## src/rtl/lab9_soc_sysid_ext.sv

```systemverilog
// lab9_soc_sysid_ext
//   Avalon-MM system-identification slave: ID word, build timestamp,
//   coherent 64-bit free-running uptime counter and byte-writable
//   scratch registers. Reads have a registered one-cycle latency.
//
// Ports
//   clock         : sole clock, all state updates on rising edge
//   reset         : synchronous active-high reset
//   address       : word address (ADDR_W bits)
//   read / write  : single-cycle transfer strobes, never stalled
//   writedata     : 32-bit write data
//   byteenable    : byte lanes for scratch writes
//   readdata      : registered read data, holds while readdatavalid = 0
//   readdatavalid : one-cycle pulse per accepted read
//
// Word map: 0 ID, 1 TIMESTAMP, 2 uptime[31:0] (read latches uptime[63:32]),
//   3 high snapshot, 4..4+NUM_SCRATCH-1 scratch, others read 0.
`timescale 1ns/1ps
module lab9_soc_sysid_ext #(
  parameter logic [31:0] ID_VALUE     = 32'd1428568153,
  parameter logic [31:0] TIMESTAMP    = 32'd0,
  parameter int unsigned ADDR_W       = 3,
  parameter int unsigned NUM_SCRATCH  = 2,
  parameter logic [31:0] SCRATCH_INIT = 32'h0
) (
  input  logic              clock,
  input  logic              reset,
  input  logic [ADDR_W-1:0] address,
  input  logic              read,
  input  logic              write,
  input  logic [31:0]       writedata,
  input  logic [3:0]        byteenable,
  output logic [31:0]       readdata,
  output logic              readdatavalid
);

  localparam int unsigned SCR_BASE = 4;

  logic [63:0] r_uptime;
  logic [31:0] r_snap_hi;
  logic [31:0] r_scratch [NUM_SCRATCH];
  logic [31:0] r_readdata;
  logic        r_readdatavalid;

  logic [31:0] w_addr;
  logic        w_up_sel;
  logic        w_clr;
  logic [31:0] w_rdata;

  assign w_addr   = 32'(address);
  assign w_up_sel = (w_addr == 32'd2);
  assign w_clr    = write && w_up_sel;

  // Read mux sees only pre-edge register values, so a same-cycle write
  // never leaks into the data returned for that read.
  always_comb begin
    w_rdata = '0;
    case (w_addr)
      32'd0:   w_rdata = ID_VALUE;
      32'd1:   w_rdata = TIMESTAMP;
      32'd2:   w_rdata = r_uptime[31:0];
      32'd3:   w_rdata = r_snap_hi;
      default: begin
        for (int unsigned i = 0; i < NUM_SCRATCH; i++) begin
          if (w_addr == SCR_BASE + i) w_rdata = r_scratch[i];
        end
      end
    endcase
  end

  // Clear wins over increment.
  always_ff @(posedge clock) begin
    if (reset)      r_uptime <= '0;
    else if (w_clr) r_uptime <= '0;
    else            r_uptime <= r_uptime + 64'd1;
  end

  // High half captured with the same pre-increment value as the low word
  // returned, giving one coherent 64-bit sample.
  always_ff @(posedge clock) begin
    if (reset)                 r_snap_hi <= '0;
    else if (read && w_up_sel) r_snap_hi <= r_uptime[63:32];
  end

  always_ff @(posedge clock) begin
    if (reset) begin
      for (int unsigned i = 0; i < NUM_SCRATCH; i++) r_scratch[i] <= SCRATCH_INIT;
    end else if (write) begin
      for (int unsigned i = 0; i < NUM_SCRATCH; i++) begin
        if (w_addr == SCR_BASE + i) begin
          for (int unsigned b = 0; b < 4; b++) begin
            if (byteenable[b]) r_scratch[i][8*b +: 8] <= writedata[8*b +: 8];
          end
        end
      end
    end
  end

  always_ff @(posedge clock) begin
    if (reset) begin
      r_readdata      <= '0;
      r_readdatavalid <= 1'b0;
    end else begin
      r_readdatavalid <= read;
      if (read) r_readdata <= w_rdata;
    end
  end

  assign readdata      = r_readdata;
  assign readdatavalid = r_readdatavalid;

endmodule

```

## config.mk

```make
export PLATFORM = sky130hd
export DESIGN_NAME = lab9_soc_sysid_ext
export DESIGN_NICKNAME = d
export VERILOG_FILES = /design/src/rtl/lab9_soc_sysid_ext.sv
export SDC_FILE = /design/constraint.sdc
export NUM_CORES = 1
export LEC_CHECK = 0
export BUFFER_PORTS_ARGS = -buffer_cell sky130_fd_sc_hd__buf_2
export CELL_PAD_IN_SITES_DETAIL_PLACEMENT = 0
export CELL_PAD_IN_SITES_GLOBAL_PLACEMENT = 2
export CORE_MARGIN = 2
export CORE_UTILIZATION = 25
export DETAILED_ROUTE_END_ITERATION = 8
export PLACE_DENSITY_LB_ADDON = 0.05
export SLEW_MARGIN = 25
export SYNTH_ARGS = -nofsm -noshare
export SYNTH_HDL_FRONTEND = slang
export SYNTH_SLANG_ARGS = --single-unit
```

## constraint.sdc

```tcl
create_clock -name clock -period 5.6 [get_ports clock]
set_input_delay 1.12 -clock clock [delete_from_list [all_inputs] [get_ports clock]]
set_output_delay 1.12 -clock clock [all_outputs]
set_load 0.03 [all_outputs]
```

=== Word-level counts from Yosys, hierarchy flattened ===
Memories as Yosys holds them, arrays and structs flattened.
Cells that the tools add are included.
Widths: inputs -> output; s select.

* Register bits after elaboration: 129
* Logic and storage cells: 72
* Memory bits (writable): 64
* Input bits: 43
* Output and inout port bits: 33
* Memories kept: 1

* Equality and inequality tests: 5
* Bitwise gates (word level): 8
* Add/subtract/negate cells: 1
* Reduce and logical (&&, ||, !) cells: 4
* Mux-type cells: 49

{| class="wikitable"
|+ Memory list
! memory !! depth !! width !! rd ports !! clocked after Yosys merged registers in !! wr ports !! line !! source
|-
| r_scratch || 2 || 32 || 2 || 0 || 2 || 41 || <nowiki>logic [31:0] r_scratch [NUM_SCRATCH];</nowiki>
|}

{| class="wikitable"
|+ Operators by type and width
! cell !! count
|-
| $pmux 32 s4 || 1
|-
| $add 64x1->64 const B || 1
|-
| $mux 32 || 2
|-
| $mux 8 || 8
|-
| $mux 1 || 38
|-
| $logic_not 32->1 || 1
|-
| $or 1x1->1 || 8
|-
| $eq 3x2->1 const B || 2
|-
| $eq 3x3->1 const B || 2
|-
| $eq 3x1->1 const B || 1
|-
| $logic_and 1x1->1 || 2
|-
| $reduce_or 2->1 || 1
|}

=== Depth between registers and ports, before layout ===
Gate-level depths: netlist of the first run.

* Word-level depth: 6
* Gate-level depth with buffers: 8

=== Least setup slack after synthesis of the first run ===
No wires, ideal clock.

* Kind: input to register
* Start point: input port address[0]
* End point: memory r_scratch[1][0] (enable)
* Stages: 4
* Buffers on the path: 2
* Path slack: 2917 ps
* Arrival time: 2357 ps
* Library setup time: 326 ps
* Cell sequence: clkbuf_1 > nor3b_1 > clkbuf_1 > a21o_1

{| class="wikitable"
|+ RTL lines
! item !! line !! source
|-
| from (decl) || 28 || <nowiki>input logic [ADDR_W-1:0] address,</nowiki>
|-
| to (decl) || 41 ||
|}

=== Worst setup path after layout of the first run ===
* Start point: input port address[2]
* End point: register r_uptime[7]

* Word-level cells in the longest chain between the ends: 3

{| class="wikitable"
|+ Ends and longest elaborated chain
! item !! line !! source
|-
| $eq 3x2->1 || 51 || <nowiki>assign w_up_sel = (w_addr == 32'd2);</nowiki>
|-
| $logic_and 1x1->1 || 52 || <nowiki>assign w_clr = write && w_up_sel;</nowiki>
|-
| $reduce_or 2->1 (no line) || - ||
|-
| to (signal assigned) || 75 || <nowiki>else r_uptime <= r_uptime + 64'd1;</nowiki>
|-
| to (decl) || 39 || <nowiki>logic [63:0] r_uptime;</nowiki>
|}

Every way passes these cells.
A chain may end at the register's enable or synchronous reset.

==> impl_results.md, run 1 <==
* Top_reg_cell synth: dfxtp_1
* First-pass DRT Iterations at 4
* H-tree depth at 4
* Clock Skews at 0.0135 ns
* Initial antenna violation count at 0
* Critical Setup Path Class: in -> reg
* Vias in the first global route at 6700
* Antenna Cells at 0
* Worst path max stage delay at 0.61 ns
* Syn nets at 933
* Synth Warn # at 0
* Slew margin rel. at 0.367
* Cell Area, Synth at 8600 sq um
* Largest net degree at the start of global routing at 68
* Flop pwr share at 0.513
* Combinational share of power at 0.072
* Crit. End Element: register
* Gr ovfl total at 0
* Tightest Hold Check Type: reg -> reg
* Cts repair resizes at 0
* Die W at 189 um
* Vias per inst at 4.79
* Worst skew pair latency at 0.45 ns
* Worst-path cell chain: buf_2, nand2b_1, o21bai_4, buf_4, nor2_1
* Setup violations, final at 0
* Worst-margin pin slew at 0.941 ns
* DP Worst Slack at 2.13 ns
* Detail Route Antenna Nets at 0
* Sw frac at 0.262
* CTS tree: built
* HPWL after DPL at 18.9 mm
* RSZ-0062 raised after global routing: no
* Outcome: finished clean
* Setup ws final at 2.67 ns
* Final Cell Area at 9970 sq um
* Core area at 33700 sq um
* Inserted Clock Buffers at 17
* Starting Density at 0.255
* DRC Markers at 0
* Leakage at 3.57 nW
* Clk pwr share at 0.415
* GPL Wtd Cong at 0.760
* Clock Path Buffers at 2
* CP startpoint kind: input port
* First-pass GRT wire length at 41.1 mm
* Fmax at 341 MHz
* Fin cells at 1395
* WL per Instance at 18.9 um
* Clock Sinks at 193
* Syn Inst Count at 889
* Post-synth EDFFs at 64
* Total Wirelength at 26.4 mm
* Gr usage total at 0.152
* Port buffer count at 75
* Hold slack final at 0.459 ns
* Post-CTS Setup Inserts at 0
* Clock transition at the registers of the reported paths at 0.08 ns
* Final Max Slew Viols at 0
* Area grow syn2layout at 16.0%
* Initial drt markers at 330
* Crit path max fanout at 52
* Internal at 2.17 mW
* Critical Path AT at 3.24 ns
* Switching Power at 0.770 mW
* Maximum capacitance violations at 0
* Yosys reg bits at 193
* Root Buffer Master: clkbuf_16
* M3 GR Usage at 0.0287
* Fin crit share at 0.523
* I/O pins at 76
* Cell Area, Placed at 9400 sq um
* Sequential share of the synthesized area at 0.524
* Post-CTS Hold Fix Bufs at 0
* VDD IR-drop max at 0.227 mV
* Post-route setup TNS at 0 ns
* Met1 usage at 0.218
* Unique cell type count in the Yosys netlist at 43
* Period minus WS final at 2.93 ns
* GR Util met2 at 0.237
* Pwr dens at 295 nW/um^2
* Placed Instances at 1363
* Fill count at 3608
* CP top delay family: buffers and inverters
* Syn Area/Cell at 9.67 sq um
* Required @ worst endpoint at 5.91 ns
* Total power draw at 2.94 mW
* Buf+Inv Stages, Crit Path at 2
* Final hold viol count at 0
* CP max-delay cell: nand2b_1
* Post-synthesis async set-or-reset flop share at 0
* Die height at 189 um
* Overall via count from detail_route at 6682
* FP Rows at 67
* Final Core Density at 0.296
* Overall die area at 35900 sq um
* Nets@finish at 978
* Share of layout cells above drive strength 1 at 0.156
* Grt peak-use layer: met2
[cells by family after synthesis]
group | synth area share
simple gates | 0.224
xor+xnor | 0.0367
fa+ha+maj | 0.00146
flops | 0.524
mux | 0.0603
compound gates | 0.125
buf+inv | 0.0288
[worst paths after layout]
path	slack (ns)	endpoint	depth (start not counted)	from
worst max-delay path	2.67	r_uptime[7]$_SDFF_PP0_	5	address[2]
worst min-delay path	0.46	r_snap_hi[4]$_SDFFE_PP0P_	2	r_snap_hi[4]$_SDFFE_PP0P_
worst max register to register	2.67	r_uptime[59]$_SDFF_PP0_	5	r_uptime[8]$_SDFF_PP0_
worst min register to register	0.46	r_snap_hi[4]$_SDFFE_PP0P_	2	r_snap_hi[4]$_SDFFE_PP0P_
[tightest hold or removal path, delay by kind of cell (launching register included)]
kind	cells	cell delay, ns
simple gates	1	0.05
flops	1	0.31
compound gates	1	0.05
[power by group through the flow]
stage          logic, mW  clock network (mW)  registers, mW
4_1_cts            0.217                1.26           1.51
3_3_place_gp       0.215                   0           1.54
6_report           0.212                1.22           1.51
2_1_floorplan      0.112                   0           1.56
3_5_place_dp       0.216                   0           1.54
5_1_grt            0.234                1.32           1.51
[Yosys cell counts (all sizes together), types with 8 or more instances]
| cell | instances | area share |
|---|---|---|
| a21o | 8 | 0.0070 |
| a21oi | 86 | 0.050 |
| and2 | 33 | 0.024 |
| and3 | 34 | 0.025 |
| buf | 11 | 0.0065 |
| clkbuf | 47 | 0.021 |
| dfxtp | 129 | 0.30 |
| edfxtp | 64 | 0.22 |
| mux2 | 14 | 0.018 |
| mux2i | 36 | 0.042 |
| nand2 | 88 | 0.038 |
| nand3 | 24 | 0.016 |
| nand4 | 32 | 0.027 |
| nor2 | 80 | 0.035 |
| nor2b | 15 | 0.011 |
| nor3 | 10 | 0.0071 |
| nor4 | 11 | 0.012 |
| o21ai | 53 | 0.031 |
| o221ai | 32 | 0.033 |
| or3 | 22 | 0.016 |
| xnor2 | 11 | 0.011 |
| xor2 | 25 | 0.025 |
[routing by layer]
metal  part of all wire  vias up
met1               0.51     3283
met2               0.45       90
met5                  0        -
met4             0.0079        0
met3              0.028       13
li1                   -     3296
[cell type report]
cell class              instances  area [sq um]  area share
flip-flops and latches        193          4500       0.452
multi-input cells             634          3870       0.388
well taps                     448           561      0.0562
clock buffers                  19           453      0.0454
repair buffers                 84           445      0.0447
clock inverters                13           124      0.0124
inverters                       4          15.0     0.00151
[state kept, by name, summed over array words and instances (netlist names)]
signal         cells
r_snap_hi         32
r_scratch         64
readdata          32
r_uptime          64
readdatavalid      1
[cells in the final DEF, fill, tap and decap left out, types with 10 or more instances in the layout]
cell	instances
a21oi_1	86
and2_1	32
and3_1	33
buf_2	74
buf_4	10
clkbuf_16	17
dfxtp_1	129
edfxtp_1	64
mux2_2	14
mux2i_1	36
nand2_1	88
nand3_1	21
nand4_1	28
nor2_1	79
nor2b_1	15
o21ai_0	53
o221ai_1	32
or3_1	22
xnor2_1	11
xor2_1	25
Note: power is estimated with default switching activity, not from simulation.
==> run 2: changes to the inputs <==
- ABC_AREA: default -> 1
- clock period: 5.6 -> 2.8 ns (I/O delays scaled with it)
==> run 2 against run 1 <==
Area after synthesis rose by 11%. Utilization hardly changed. Combinational power up 110%. First-iteration DRC count up 28%. Synthesized cell count increased by 53%. Die area grew 10%. Sequential share of layout area is 4.7 points lower. Register-to-register slack worse by 2.0 ns. Sequential power is 100% higher. Sequential cell count is the same. Critical endpoint is now r_uptime[58]$_SDFF_PP0_. Largest power group unchanged.
==> impl_results.md, run 2 <==
* CP startpoint kind: register
* Initial antenna violation count at 1
* Syn Inst Count at 1363
* Top flop regs: r_scratch: 64 flops, r_uptime: 64 flops
* Period minus WS final at 2.12 ns
* Antenna Cells at 0
* First-pass DRT Iterations at 6
* Cell Area, Synth at 9510 sq um
* Outcome: finished clean
* CTS tree: built
* Final hold viol count at 0
* GPL Wtd Cong at 0.816
* Cell Area, Placed at 10500 sq um
* Inserted Clock Buffers at 17
* Clock Skews at 0.0114 ns
* Top_reg_cell synth: dfxtp_1
* Root Buffer Master: clkbuf_16
* HPWL after DPL at 27.6 mm
* Post-CTS Setup Inserts at 0
* Die height at 199 um
* Hold Crit Start: writedata[23]
* I/O pins at 76
* Yosys reg bits at 193
* Synth area leaders: dfxtp_1, edfxtp_1, nand2_1
* Most numerous cell in the Yosys netlist: nand2_1
* Share of layout cells above drive strength 1 at 0.108
* Hold endpoint: r_scratch[0][23]$_SDFFCE_PN0P_
* Most numerous cell on the critical path: nand2_1
* Worst skew pair latency at 0.45 ns
* Fill count at 4192
* Nets@finish at 1481
* Starting Density at 0.253
* Post-CTS Hold Fix Bufs at 0
* Post-synth top cells: nand2_1, nor2_1, inv_1
* Cts repair resizes at 0
* Leakage at 4.55 nW
* RR Endpoint: r_uptime[58]$_SDFF_PP0_
* Final Cell Area at 11100 sq um
* Detail Route Antenna Nets at 0
* FF-to-FF setup slack at 0.68 ns
* Most frequent cells in the layout: nand2_1, nor2_1, inv_1
* Port buffer count at 75
* Crit path max fanout at 4
* Clock Path Buffers at 2
* Setup violations, final at 0
* FP Rows at 71
* Overall die area at 39600 sq um
* Setup crit start: r_uptime[33]$_SDFF_PP0_
* Maximum capacitance violations at 0
* Unique cell type count in the Yosys netlist at 30
* Worst-margin pin slew at 0.738 ns
* CP top delay family: simple AND/OR/NAND/NOR gates
* Overall via count from detail_route at 8546
* H-tree depth at 4
* VDD IR-drop max at 0.365 mV
* Commonest non-fill, non-tap cell in the layout: nand2_1
* Syn nets at 1407
* Syn Area/Cell at 6.98 sq um
* Worst-path cell chain: nand2_1, inv_1, nand2_1, nor2_1, nand2_1, nor2_1, nand3_1, a21oi_1
* Top cell type by total area after synthesis: dfxtp_1
* Core area at 37600 sq um
* Vias per inst at 4.36
* Final Core Density at 0.296
* CP max-delay cell: dfxtp_1
* Vias in the first global route at 8599
* Post-synth EDFFs at 64
* Critical Path AT at 2.50 ns
* Buf+Inv Stages, Crit Path at 1
* Fin crit share at 0.756
* Initial drt markers at 423
* Synth Warn # at 0
* Post-synthesis async set-or-reset flop share at 0
* Crit. End Element: register
* RSZ-0062 raised after global routing: no
* Sequential share of the synthesized area at 0.474
* First-pass GRT wire length at 53.7 mm
* FF-to-FF Start: r_uptime[33]$_SDFF_PP0_
* R2R depth at 8
* Tightest Hold Check Type: in -> reg
* Gr ovfl total at 0
* Slew margin rel. at 0.504
* Largest net degree at the start of global routing at 49
* Pwr dens at 541 nW/um^2
* Critical Setup Path Class: reg -> reg
* Post-synth top area share at 0.272
* WL per Instance at 18.1 um
* Total power draw at 6.02 mW
* Final Max Slew Viols at 0
* Area grow syn2layout at 17.0%
* Die W at 199 um
* Total Wirelength at 35.5 mm
* DRC Markers at 0
* Required @ worst endpoint at 3.18 ns
* Fmax at 472 MHz
* Clock transition at the registers of the reported paths at 0.08 ns
* Gr usage total at 0.188
* Worst path max stage delay at 0.44 ns
* Clock Sinks at 193
* Hold path cells at 3
* Post-route setup TNS at 0 ns
run 2: cell count changes after synthesis, sizes merged, moves of 27 or more:
| cell | before | now |
|---|---|---|
| nand2 | 88 | 418 |
| a21oi | 86 | 117 |
| nor2 | 80 | 222 |
| and2 | 33 | 3 |
| o221ai | 32 | 0 |
| clkbuf | 47 | 20 |
| mux2i | 36 | 0 |
| inv | 4 | 187 |
| and3 | 34 | 0 |
run 2: tightest hold or removal path, stage by stage:
cell and delay (ns):
buf_2 0.09, nand2_1 0.04, inv_1 0.04
run 2: area by class of cell:
type	instances	area, sq um	area share
Sequential cell	193	4500	0.405
Multi-Input combinational cell	941	4110	0.369
Inverter	187	702	0.0631
Tap cell	511	639	0.0575
Timing Repair Buffer	97	578	0.0519
Clock buffer	17	425	0.0382
Clock inverter	15	170	0.0153
run 2: per-layer routing:
metal  vias to the layer above  track usage  part of all wire
met5                         -            0           0.00023
li1                       4427            -                 -
met2                        93        0.311              0.47
met4                         2       0.0415             0.013
met1                      4007        0.257              0.50
met3                        17       0.0322             0.023
run 2: worst max-delay path by stage:
| stage | end | slack, ns | cells after the start |
|---|---|---|---|
| global placement | r_scratch[1][17]$_DFFE_PP_ | 0.52 | 5 |
| floorplan | r_scratch[1][10]$_DFFE_PP_ | 0.90 | 5 |
| finish | r_uptime[58]$_SDFF_PP0_ | 0.68 | 8 |
| CTS | r_uptime[58]$_SDFF_PP0_ | 0.67 | 8 |
| detailed placement | r_scratch[1][18]$_DFFE_PP_ | 0.47 | 5 |
| global route | r_uptime[58]$_SDFF_PP0_ | 0.57 | 9 |
run 2: where the power goes:
group / switching [mW] / total, mW / internal, mW
Clock: 1.26 / 2.53 / 1.27
Combinational: 0.317 / 0.445 / 0.127
Sequential: 0.0464 / 3.04 / 3.00
run 2: cells by family after synthesis:
logic type                 after synthesis  share of synthesized area
AOI/OAI and AO/OA                      210                      0.116
adders and majority gates                1                    0.00132
xor gates and xnor gates                 9                    0.00829
buffers and inverters                  229                     0.0947
DFF                                    193                      0.474
and+or+nand+nor                        721                      0.306
run 2: per-stage QoR:
step	worst slack [ns]	hold WS, ns	instances
finish	0.682	0.370	1961
global route	0.568	0.367	1961
CTS	0.673	0.344	1961
detailed placement	0.467	0.457	1929
global placement	0.522	0.457	1929
floorplan	0.902	0.441	1363
